<file path="config.mk">
export PLATFORM = sky130hd
export DESIGN_NAME = jk_bank_ctrl_flat
export DESIGN_NICKNAME = d
export VERILOG_FILES = /design/src/rtl/jk_bank_ctrl_if.sv /design/src/rtl/jk_bank_ctrl.sv /design/src/flat_wrapper.sv
export SDC_FILE = /design/constraint.sdc
export NUM_CORES = 1
export LEC_CHECK = 0
export ABC_AREA = 0
export BUFFER_PORTS_ARGS = -buffer_cell sky130_fd_sc_hd__buf_2
export CORE_MARGIN = 5
export CORE_UTILIZATION = 35
export CTS_BUF_LIST = sky130_fd_sc_hd__clkbuf_4
export DETAILED_ROUTE_END_ITERATION = 7
export PLACE_DENSITY_LB_ADDON = 0.1
export SLEW_MARGIN = 10
export SYNTH_ARGS = -nofsm -noshare
export SYNTH_HDL_FRONTEND = slang
export SYNTH_SLANG_ARGS = --single-unit
</file>
<file path="constraint.sdc">
create_clock -name clk -period 2.11 [get_ports clk]
set_input_delay 0.1055 -clock clk [delete_from_list [all_inputs] [get_ports clk]]
set_output_delay 0.1055 -clock clk [all_outputs]
set_load 0.01 [all_outputs]
</file>
<file path="src/rtl/jk_bank_ctrl_if.sv">
// Command/response bundle between requesters, the shared jk_ff bank and jk_bank_ctrl.
// The controller takes the slave view; requesters plus the bank take the master view.
interface jk_bank_ctrl_if #(
    parameter int N_REQ = 4,
    parameter int WIDTH = 8
);
    logic [N_REQ-1:0]       req;
    logic [2*N_REQ-1:0]     op_flat;
    logic [WIDTH*N_REQ-1:0] mask_flat;
    logic [N_REQ-1:0]       gnt;
    logic [N_REQ-1:0]       done;
    logic [WIDTH-1:0]       j;
    logic [WIDTH-1:0]       k;
    logic [WIDTH-1:0]       q_in;
    logic [WIDTH-1:0]       q_snap;
    logic                   busy;

    modport master (
        output req, op_flat, mask_flat, q_in,
        input  gnt, done, j, k, q_snap, busy
    );

    modport slave (
        input  req, op_flat, mask_flat, q_in,
        output gnt, done, j, k, q_snap, busy
    );
endinterface

</file>
<file path="src/rtl/jk_bank_ctrl.sv">
// Round-robin arbiter that applies one requester's op/mask to a shared jk_ff bank
// for a single cycle, then returns the sampled bank state with a done pulse.
module jk_bank_ctrl #(
    parameter int N_REQ = 4,
    parameter int WIDTH = 8
) (
    input  logic          clk,
    input  logic          rst,
    jk_bank_ctrl_if.slave bus
);
    localparam int PTR_W = (N_REQ > 1) ? $clog2(N_REQ) : 1;

    typedef enum logic [1:0] {
        ST_IDLE   = 2'd0,
        ST_DRIVE  = 2'd1,
        ST_SAMPLE = 2'd2,
        ST_DONE   = 2'd3
    } state_t;

    state_t             r_state;
    state_t             w_state_nxt;
    logic [PTR_W-1:0]   r_ptr;
    logic [PTR_W-1:0]   r_winner;
    logic [PTR_W-1:0]   w_winner;
    logic [PTR_W-1:0]   w_idx;
    logic               w_found;
    logic [1:0]         w_op_arr   [N_REQ];
    logic [WIDTH-1:0]   w_mask_arr [N_REQ];

    logic [N_REQ-1:0]   w_gnt_nxt;
    logic [N_REQ-1:0]   w_done_nxt;
    logic [WIDTH-1:0]   w_j_nxt;
    logic [WIDTH-1:0]   w_k_nxt;
    logic               w_busy_nxt;

    logic [N_REQ-1:0]   r_gnt;
    logic [N_REQ-1:0]   r_done;
    logic [WIDTH-1:0]   r_j;
    logic [WIDTH-1:0]   r_k;
    logic [WIDTH-1:0]   r_q_snap;
    logic               r_busy;

    // Modulo-N_REQ increment; a < N_REQ and b < N_REQ, so one subtraction suffices.
    function automatic logic [PTR_W-1:0] wrap_inc(input logic [PTR_W-1:0] a, input int b);
        int s;
        s = int'(a) + b;
        s = (s >= N_REQ) ? (s - N_REQ) : s;
        return PTR_W'(s);
    endfunction

    always_comb begin
        for (int i = 0; i < N_REQ; i++) begin
            w_op_arr[i]   = bus.op_flat[2*i +: 2];
            w_mask_arr[i] = bus.mask_flat[WIDTH*i +: WIDTH];
        end
    end

    // Scan from the highest offset down so the request closest to r_ptr is the last one written.
    always_comb begin
        w_found  = 1'b0;
        w_winner = '0;
        w_idx    = '0;
        for (int o = N_REQ - 1; o >= 0; o--) begin
            w_idx    = wrap_inc(r_ptr, o);
            w_winner = bus.req[w_idx] ? w_idx : w_winner;
            w_found  = w_found | bus.req[w_idx];
        end
    end

    always_ff @(posedge clk) begin
        if (rst) begin
            r_state  <= ST_IDLE;
            r_ptr    <= '0;
            r_winner <= '0;
        end else begin
            r_state <= w_state_nxt;
            if ((r_state == ST_IDLE) && w_found) begin
                r_ptr    <= wrap_inc(w_winner, 1);
                r_winner <= w_winner;
            end else begin
                r_ptr    <= r_ptr;
                r_winner <= r_winner;
            end
        end
    end

    always_comb begin
        w_state_nxt = ST_IDLE;
        case (r_state)
            ST_IDLE:   w_state_nxt = w_found ? ST_DRIVE : ST_IDLE;
            ST_DRIVE:  w_state_nxt = ST_SAMPLE;
            ST_SAMPLE: w_state_nxt = ST_DONE;
            ST_DONE:   w_state_nxt = ST_IDLE;
            default:   w_state_nxt = ST_IDLE;
        endcase
    end

    // Outputs are decoded from the next state so the registered copies line up with it.
    always_comb begin
        w_gnt_nxt  = '0;
        w_done_nxt = '0;
        w_j_nxt    = '0;
        w_k_nxt    = '0;
        w_busy_nxt = 1'b0;
        case (w_state_nxt)
            ST_IDLE: begin
                w_busy_nxt = 1'b0;
            end
            ST_DRIVE: begin
                w_gnt_nxt[w_winner] = 1'b1;
                w_j_nxt    = w_mask_arr[w_winner] & {WIDTH{w_op_arr[w_winner][1]}};
                w_k_nxt    = w_mask_arr[w_winner] & {WIDTH{w_op_arr[w_winner][0]}};
                w_busy_nxt = 1'b1;
            end
            ST_SAMPLE: begin
                w_busy_nxt = 1'b1;
            end
            ST_DONE: begin
                w_done_nxt[r_winner] = 1'b1;
                w_busy_nxt = 1'b1;
            end
            default: begin
                w_busy_nxt = 1'b0;
            end
        endcase
    end

    always_ff @(posedge clk) begin
        if (rst) begin
            r_gnt    <= '0;
            r_done   <= '0;
            r_j      <= '0;
            r_k      <= '0;
            r_q_snap <= '0;
            r_busy   <= 1'b0;
        end else begin
            r_gnt    <= w_gnt_nxt;
            r_done   <= w_done_nxt;
            r_j      <= w_j_nxt;
            r_k      <= w_k_nxt;
            r_busy   <= w_busy_nxt;
            r_q_snap <= (r_state == ST_SAMPLE) ? bus.q_in : r_q_snap;
        end
    end

    assign bus.gnt    = r_gnt;
    assign bus.done   = r_done;
    assign bus.j      = r_j;
    assign bus.k      = r_k;
    assign bus.q_snap = r_q_snap;
    assign bus.busy   = r_busy;
endmodule

</file>
<file path="src/flat_wrapper.sv">
// flat-port wrapper written by rule: the top's interface ports become plain ports
module jk_bank_ctrl_flat 
#(
    parameter int N_REQ = 4,
    parameter int WIDTH = 8
)
  (clk, rst, bus_req, bus_op_flat, bus_mask_flat, bus_q_in, bus_gnt, bus_done, bus_j, bus_k, bus_q_snap, bus_busy);
  jk_bank_ctrl_if #(.N_REQ(N_REQ), .WIDTH(WIDTH)) bus_i ();
  input  logic clk;
  input  logic rst;
  input wire logic [$bits(bus_i.req)-1:0] bus_req;
  input wire logic [$bits(bus_i.op_flat)-1:0] bus_op_flat;
  input wire logic [$bits(bus_i.mask_flat)-1:0] bus_mask_flat;
  input wire logic [$bits(bus_i.q_in)-1:0] bus_q_in;
  output wire logic [$bits(bus_i.gnt)-1:0] bus_gnt;
  output wire logic [$bits(bus_i.done)-1:0] bus_done;
  output wire logic [$bits(bus_i.j)-1:0] bus_j;
  output wire logic [$bits(bus_i.k)-1:0] bus_k;
  output wire logic [$bits(bus_i.q_snap)-1:0] bus_q_snap;
  output wire logic [$bits(bus_i.busy)-1:0] bus_busy;
  assign bus_i.req = bus_req;
  assign bus_i.op_flat = bus_op_flat;
  assign bus_i.mask_flat = bus_mask_flat;
  assign bus_i.q_in = bus_q_in;
  assign bus_gnt = bus_i.gnt;
  assign bus_done = bus_i.done;
  assign bus_j = bus_i.j;
  assign bus_k = bus_i.k;
  assign bus_q_snap = bus_i.q_snap;
  assign bus_busy = bus_i.busy;
  jk_bank_ctrl #(.N_REQ(N_REQ), .WIDTH(WIDTH)) u_core (.clk(clk), .rst(rst), .bus(bus_i));
endmodule
</file>
# [Word-level counts from Yosys, hierarchy flattened]
# Index checks and enable logic that the tools add are counted.
[word_totals] elab_cells=84 out_inout_bits=33 in_bits=54 reg_bits=39
[classes] eq_ne=6 muxes=30 add_sub_neg=9 order_cmp=14 bitwise=8 n_reduce_logical=8
[ops] operator="two-way mux 2 bit" n=11
[ops] operator="less-than comparator 2 x 3 -> 1 bit, second input constant" n=6
[ops] operator="AND 8 bit" n=2
[ops] operator="binary-select mux 8 bit (select 2 bit)" n=1
[ops] operator="two-way mux 8 bit" n=2
[ops] operator=">= comparator 3 bit, second input constant" n=5
[ops] operator="subtractor 2 x 1 -> 2 bit, second input constant" n=5
[ops] operator="binary-select mux 1 bit (select 2 bit)" n=4
[ops] operator="equality test 2 bit, second input constant" n=4
[ops] operator="case mux 2 bit (4 select lines)" n=1
[ops] operator="two-way mux 1 bit" n=7
[ops] operator="adder 2 x 1 -> 3 bit, second input constant" n=2
[ops] operator="adder 2 x 2 -> 3 bit, second input constant" n=2
[ops] operator="binary-select mux 2 bit (select 2 bit)" n=1
[ops] operator="demux 1 bit (select 2 bit)" n=2
[ops] operator="equality test 2 x 1 -> 1 bit, second input constant" n=2
[ops] operator=">= comparator 2 x 1 -> 1 bit, second input constant" n=2
[ops] operator="zero test 2 bit" n=2
[ops] operator="OR reduction 2 bit" n=2
[ops] operator=">= comparator 2 x 3 -> 1 bit, second input constant" n=1
[ops] operator="logical AND 1 bit" n=3
[ops] operator="inverter 2 -> 3 bit" n=1
[ops] operator="OR 1 bit" n=3
[ops] operator="OR reduction 3 bit" n=1
[ops] operator="other kinds (2)" n=3

# [Depth between registers and ports, before layout]
[depth] depth_word=14 ltp_mapped=9 mapped_depth_nobuf=7

# [Least setup slack after synthesis]
# Ideal clock, no wire load.
[synth_timing] path_kind="register to register" from="reg u_core.r_state[0]" to="reg u_core.r_k[4] (netlist: u_core.bus.k[4])" required_time_ps=2051 t_arrival_ps=1682 path_stages_with_launch=9 path_buffers=1 period_less_slack_ps=1740 slack_ps=370 setup_ps=59 cell_sequence="dfxtp_1 inv_1 ha_1 buf_2 nor2_1 a211oi_2 nand2_2 nor2_4 a22o_1"
[synth_via] elab_chain_cells=5 elab_cells_between_ends=8 classes_between="eq/ne (4); mux (1); bitwise (1); reduce/logical (2)"
[synth_lines] element="start: declaration" line="jk_bank_ctrl.sv:20" source="state_t r_state;"
[synth_lines] element="start signal: assignment" line="jk_bank_ctrl.sv:76" source="r_state <= w_state_nxt;"
[synth_lines] element="equality test 2 bit (tied with other cells)" line="jk_bank_ctrl.sv:89" source="case (r_state)"
[synth_lines] element="case mux 2 bit (4 select lines) (*)" line="jk_bank_ctrl.sv:89"
[synth_lines] element="equality test 2 x 1 -> 1 bit (*)" line="jk_bank_ctrl.sv:105" source="case (w_state_nxt)"
[synth_lines] element="inverter 1 bit (no line) (*)"
[synth_lines] element="OR reduction 2 bit (no line) (*)"
[synth_lines] element="end signal: assignment" line="jk_bank_ctrl.sv:140" source="r_k <= w_k_nxt;"
[synth_lines] element="end: declaration" line="jk_bank_ctrl.sv:39" source="logic [WIDTH-1:0] r_k;"
# Every way passes the cells marked *; elsewhere a longest branch is shown, timed or not.
# A chain may end at the register's enable or synchronous reset.

# [Worst setup path in the final report]
[layout_timing] from="reg u_core.r_ptr[0]" to="reg u_core.r_k[1] (netlist: u_core.bus.k[1])"
[layout_via] elab_chain_cells=14 elab_cells_between_ends=43 classes_between="add/sub (7); order compare (4); eq/ne (1); mux (24); bitwise (6); reduce/logical (1)"
[layout_lines] element="start: declaration" line="jk_bank_ctrl.sv:22" source="logic [PTR_W-1:0] r_ptr;"
[layout_lines] element="start signal: assignment" line="jk_bank_ctrl.sv:78" source="r_ptr <= wrap_inc(w_winner, 1);"
[layout_lines] element="start signal: assignment" line="jk_bank_ctrl.sv:81" source="r_ptr <= r_ptr;"
[layout_lines] element="adder 2 x 2 -> 3 bit" line="jk_bank_ctrl.sv:46" source="s = int'(a) + b;"
[layout_lines] element=">= comparator 3 bit or subtractor 2 x 1 -> 2 bit (tied branches)" line="jk_bank_ctrl.sv:47" source="s = (s >= N_REQ) ? (s - N_REQ) : s;"
[layout_lines] element="two-way mux 2 bit" line="jk_bank_ctrl.sv:47"
[layout_lines] element="binary-select mux 1 bit (select 2 bit)" line="jk_bank_ctrl.sv:65, jk_bank_ctrl.sv:66"
[layout_lines] element="two-way mux 1 bit (implied by the code)" line="jk_bank_ctrl.sv:65, jk_bank_ctrl.sv:66"
[layout_lines] element="two-way mux 2 bit (4 in a row)" line="jk_bank_ctrl.sv:65" source="w_winner = bus.req[w_idx] ? w_idx : w_winner;"
[layout_lines] element="inverter 2 -> 3 bit (implied by the code)" line="jk_bank_ctrl.sv:112" source="w_k_nxt = w_mask_arr[w_winner] & {WIDTH{w_op_arr[w_winner][0]}};"
[layout_lines] element="binary-select mux 8 bit (select 2 bit) or binary-select mux 2 bit (select 2 bit) (tied branches)" line="jk_bank_ctrl.sv:112"
[layout_lines] element="two-way mux 8 bit (implied by the code) or two-way mux 2 bit (tied branches) (2 in a row)"
[layout_lines] element="AND 8 bit" line="jk_bank_ctrl.sv:112"
# Parallel ways exist; a longest one is shown, timed or not. The select of a mux whose other input is x is not followed.

==> results.md <==
* Crit-path leading delay family: compound AO/OA/AOI/OAI gates
* Reg2reg start: u_core.r_ptr[0]$_SDFFE_PP0P_
* First-pass GRT wire length at between 8000 and 9000 um
* Critical path buffers and inverters at 2
* Pleak at about 1.4 nW
* Post-synth EDFFs at 0
* Starting Density at 0.364
* Syn_nets at approximately 290
* Worst vdd ir at 0.419 mV
* DR vias at between 1.5k and 2k
* Routed WL at 5420 um
* Critical Path RT at 2.37 ns
* Distinct cells, synth at 32
* Post-synthesis compound-gate area fraction at 0.0875
* Fin crit share at 0.901
* Pwr dens at between 800 and 900 nW/um^2
* Share of layout cells above drive strength 1 at 0.354
* Largest family of logic cells by synthesized area: multiplexers
* Num CTS Buffers at 5
* Post-CTS Setup Bufs at 0
* Reg2Reg Depth at 6
* Fin crit period at between 1.5 and 2 ns
* GR Overflow Total at 0
* Hold Vio Cnt, Final at 0
* # placed instances at ~380
* Cell count along the critical path at 6
* Overall Power at approximately 2.3 mW
* Fmax at approximately 530 MHz
* Vias in the first global route at about 1.9k
* Top cell type's share of synthesized area at 0.385
* Syn_area_per_cell at 8.98 sq um
* Status: finished clean
* Area Overhead vs Synth at 31.4%
* Initial drt markers at between 40 and 50
* Post-DR vias/cell at slightly below 5
* Worst min path class: input pin to flop
* GRT Util Overall at 0.148
* Critical Path Sink Type: flop
* IO Count at 87
* Max-Slew Margin vs Limit at 0.597
* Post-Synth Simple-Gate Area at 0.213
* CTS tree: done
* FFs w/ async S/R, synth at 0
* CTS max path bufs at 2
* DRT antenna net count at 0
* Worst reg2reg endpoint: u_core.bus.k[1]$_SDFF_PP0_
* CP endpoint: u_core.bus.k[1]$_SDFF_PP0_
* Top-count cell post-synth: nand2_1
* Synth cell count leaders: nand2_1 (66), dfxtp_1 (39), mux2i_1 (30), nor2_1 (19), a22o_1 (10)
* Post-synthesis sequential area ratio at 0.385
* Clk Latency, worst-skew pair at ~0.35 ns
* Largest net degree at the start of global routing at 17
* Clock slew at reported path FFs at approximately 0.13 ns
* RSZ-0062 raised after global routing: no
* CP startpoint kind: flop
* Nets at 380
* CP arrival at 2.16 ns
* Final setup viols at 0
* Cell Count, Final, Fillers Out at around 400
* Crit path launch: u_core.r_ptr[0]$_SDFFE_PP0P_
* Xor/xnor share of the synthesized area at 0
* Synthesized instance count at approximately 230
* DPL Wire Length at slightly below 4000 um
* Max-cap violations at 0
* YS warnings at 0
* Setup CP Type: flop to flop
* Layout Utilization at 0.478
* Ant. Diodes at 0
* Slowest-stage cell, CP: o22ai_4
* WHS at approximately 0.096 ns
* Worst Tran Pin Value at ~0.6 ns
* Clock sink count at 39
* Synth Register Bits at 39
* Ys flop type: dfxtp_1
* Post-cts resize count at 0
* Setup TNS at 0 ns
* Die H at between 80 and 90 um
* Syn Std Cell Area at approximately 2000 sq um
* Worst path cell trace: inv_1, a221oi_1, o22ai_4, buf_4, mux2i_1, a22o_1
* Largest cells by area after synthesis: dfxtp_1 (38%), mux2i_1 (15%), nand2_1 (12%)
* # rows at 27
* Placer Congestion at 0.780
* Largest area contributor in the netlist: dfxtp_1
* DRC at 0
* Reg2Reg Setup Slack at between 0.2 and 0.25 ns
* Post-synthesis mux area share at 0.216
* IO Port Bufs at 86
* H-tree lvl count at 2
* Crit-path max cell delay at 0.47 ns
* Core ar. at about 5600 sq um
* Detailed Routing Iterations Pass 1 at 4
* Clock Skews at about 0.0055 ns
* Slew Limit Fails at 0
* Avg WL per Cell at 13.9 um
* Die area at 7420 sq um
* Initial antenna violation count at 0
* Worst-path maximum fanout at 16
* CTS Root Cell: clkbuf_4
* Synth Area in Adders at 0.0493
* Die W at 86.1 um
-- metrics by stage --
| stage | setup WS (ns) | cell area, sq um |
|---|---|---|
| after floorplan | 0.370 | 2030 |
| after global placement | 0.243 | 2530 |
| after detailed placement | 0.196 | 2530 |
| after CTS | 0.180 | 2670 |
| after global routing | 0.0308 | 2670 |
| final | 0.210 | 2670 |
-- logic make-up after synthesis --
group,after synthesis
AO/OA/AOI/OAI,20
adder cells (fa/ha/maj),8
buffers and inverters,22
flip-flops,39
multiplexers,36
AND/OR/NAND/NOR,101
-- area by class of cell --
cell class | instances | area [sq um]
sequential | 39 | 781
tap | 72 | 90.1
timing repair buffer | 98 | 541
clock inverter | 3 | 20.0
clock buffer | 5 | 37.5
multi-input combinational | 165 | 1160
inverter | 9 | 33.8
fill | 574 | 2910
-- metal layers --
layer  global-route usage  vias up  share of wire
li1                     -      942              -
met1                0.189      884           0.46
met2                0.235       61           0.45
met3               0.0471        7          0.079
met4               0.0518        0          0.016
met5                    0        -              0
-- cells in the final DEF (no fill, tap or decap), types with 2 or more instances in the layout --
| master | n |
|---|---|
| a21oi_1 | 4 |
| a22o_1 | 10 |
| and3_1 | 5 |
| buf_2 | 86 |
| buf_4 | 4 |
| clkbuf_4 | 5 |
| dfxtp_1 | 39 |
| dlygate4sd3_1 | 8 |
| ha_1 | 8 |
| inv_1 | 7 |
| inv_2 | 2 |
| mux2i_1 | 30 |
| mux4_2 | 5 |
| nand2_1 | 66 |
| nor2_1 | 19 |
| nor2_4 | 2 |
| o22ai_4 | 2 |
| or2_2 | 2 |
-- worst register-to-register path, stage by stage (launching register included) --
cell	delay [ns]
dfxtp_1	0.32
inv_1	0.12
a221oi_1	0.14
o22ai_4	0.47
buf_4	0.40
mux2i_1	0.13
a22o_1	0.24
-- worst min-delay path by stage --
stage	from	end	slack, ns	cells after the start
finish	rst	u_core.bus.q_snap[3]$_SDFFE_PP0P_	0.1	2
global route	rst	u_core.r_ptr[1]$_SDFFE_PP0P_	0.08	2
CTS	rst	u_core.bus.q_snap[3]$_SDFFE_PP0P_	0.09	2
detailed placement	bus_q_in[0]	u_core.bus.q_snap[0]$_SDFFE_PP0P_	0.35	3
global placement	bus_q_in[0]	u_core.bus.q_snap[0]$_SDFFE_PP0P_	0.34	3
floorplan	rst	u_core.r_winner[0]$_SDFFE_PP0P_	0.17	1
-- where the power goes --
group          leakage [nW]  internal (mW)  switching (mW)  total [mW]
Combinational          1.04          0.463           0.548        1.01
Clock                0.0288          0.128           0.267       0.395
Sequential            0.318          0.867          0.0586       0.926
-- state kept, by name, summed over array words and instances, names as in the netlist --
signal,cells
u_core.bus.j,8
u_core.bus.k,8
u_core.bus.q_snap,8
u_core.bus.done,4
u_core.bus.gnt,4
u_core.r_ptr,2
u_core.r_state,2
u_core.r_winner,2
u_core.bus.busy,1
-- timing repair --
action	in CTS	in global routing
hold endpoints to repair	8	0
endpoints found under the setup margin	0	0
hold buffers	8	0
(Power assumes the default switching activity.)
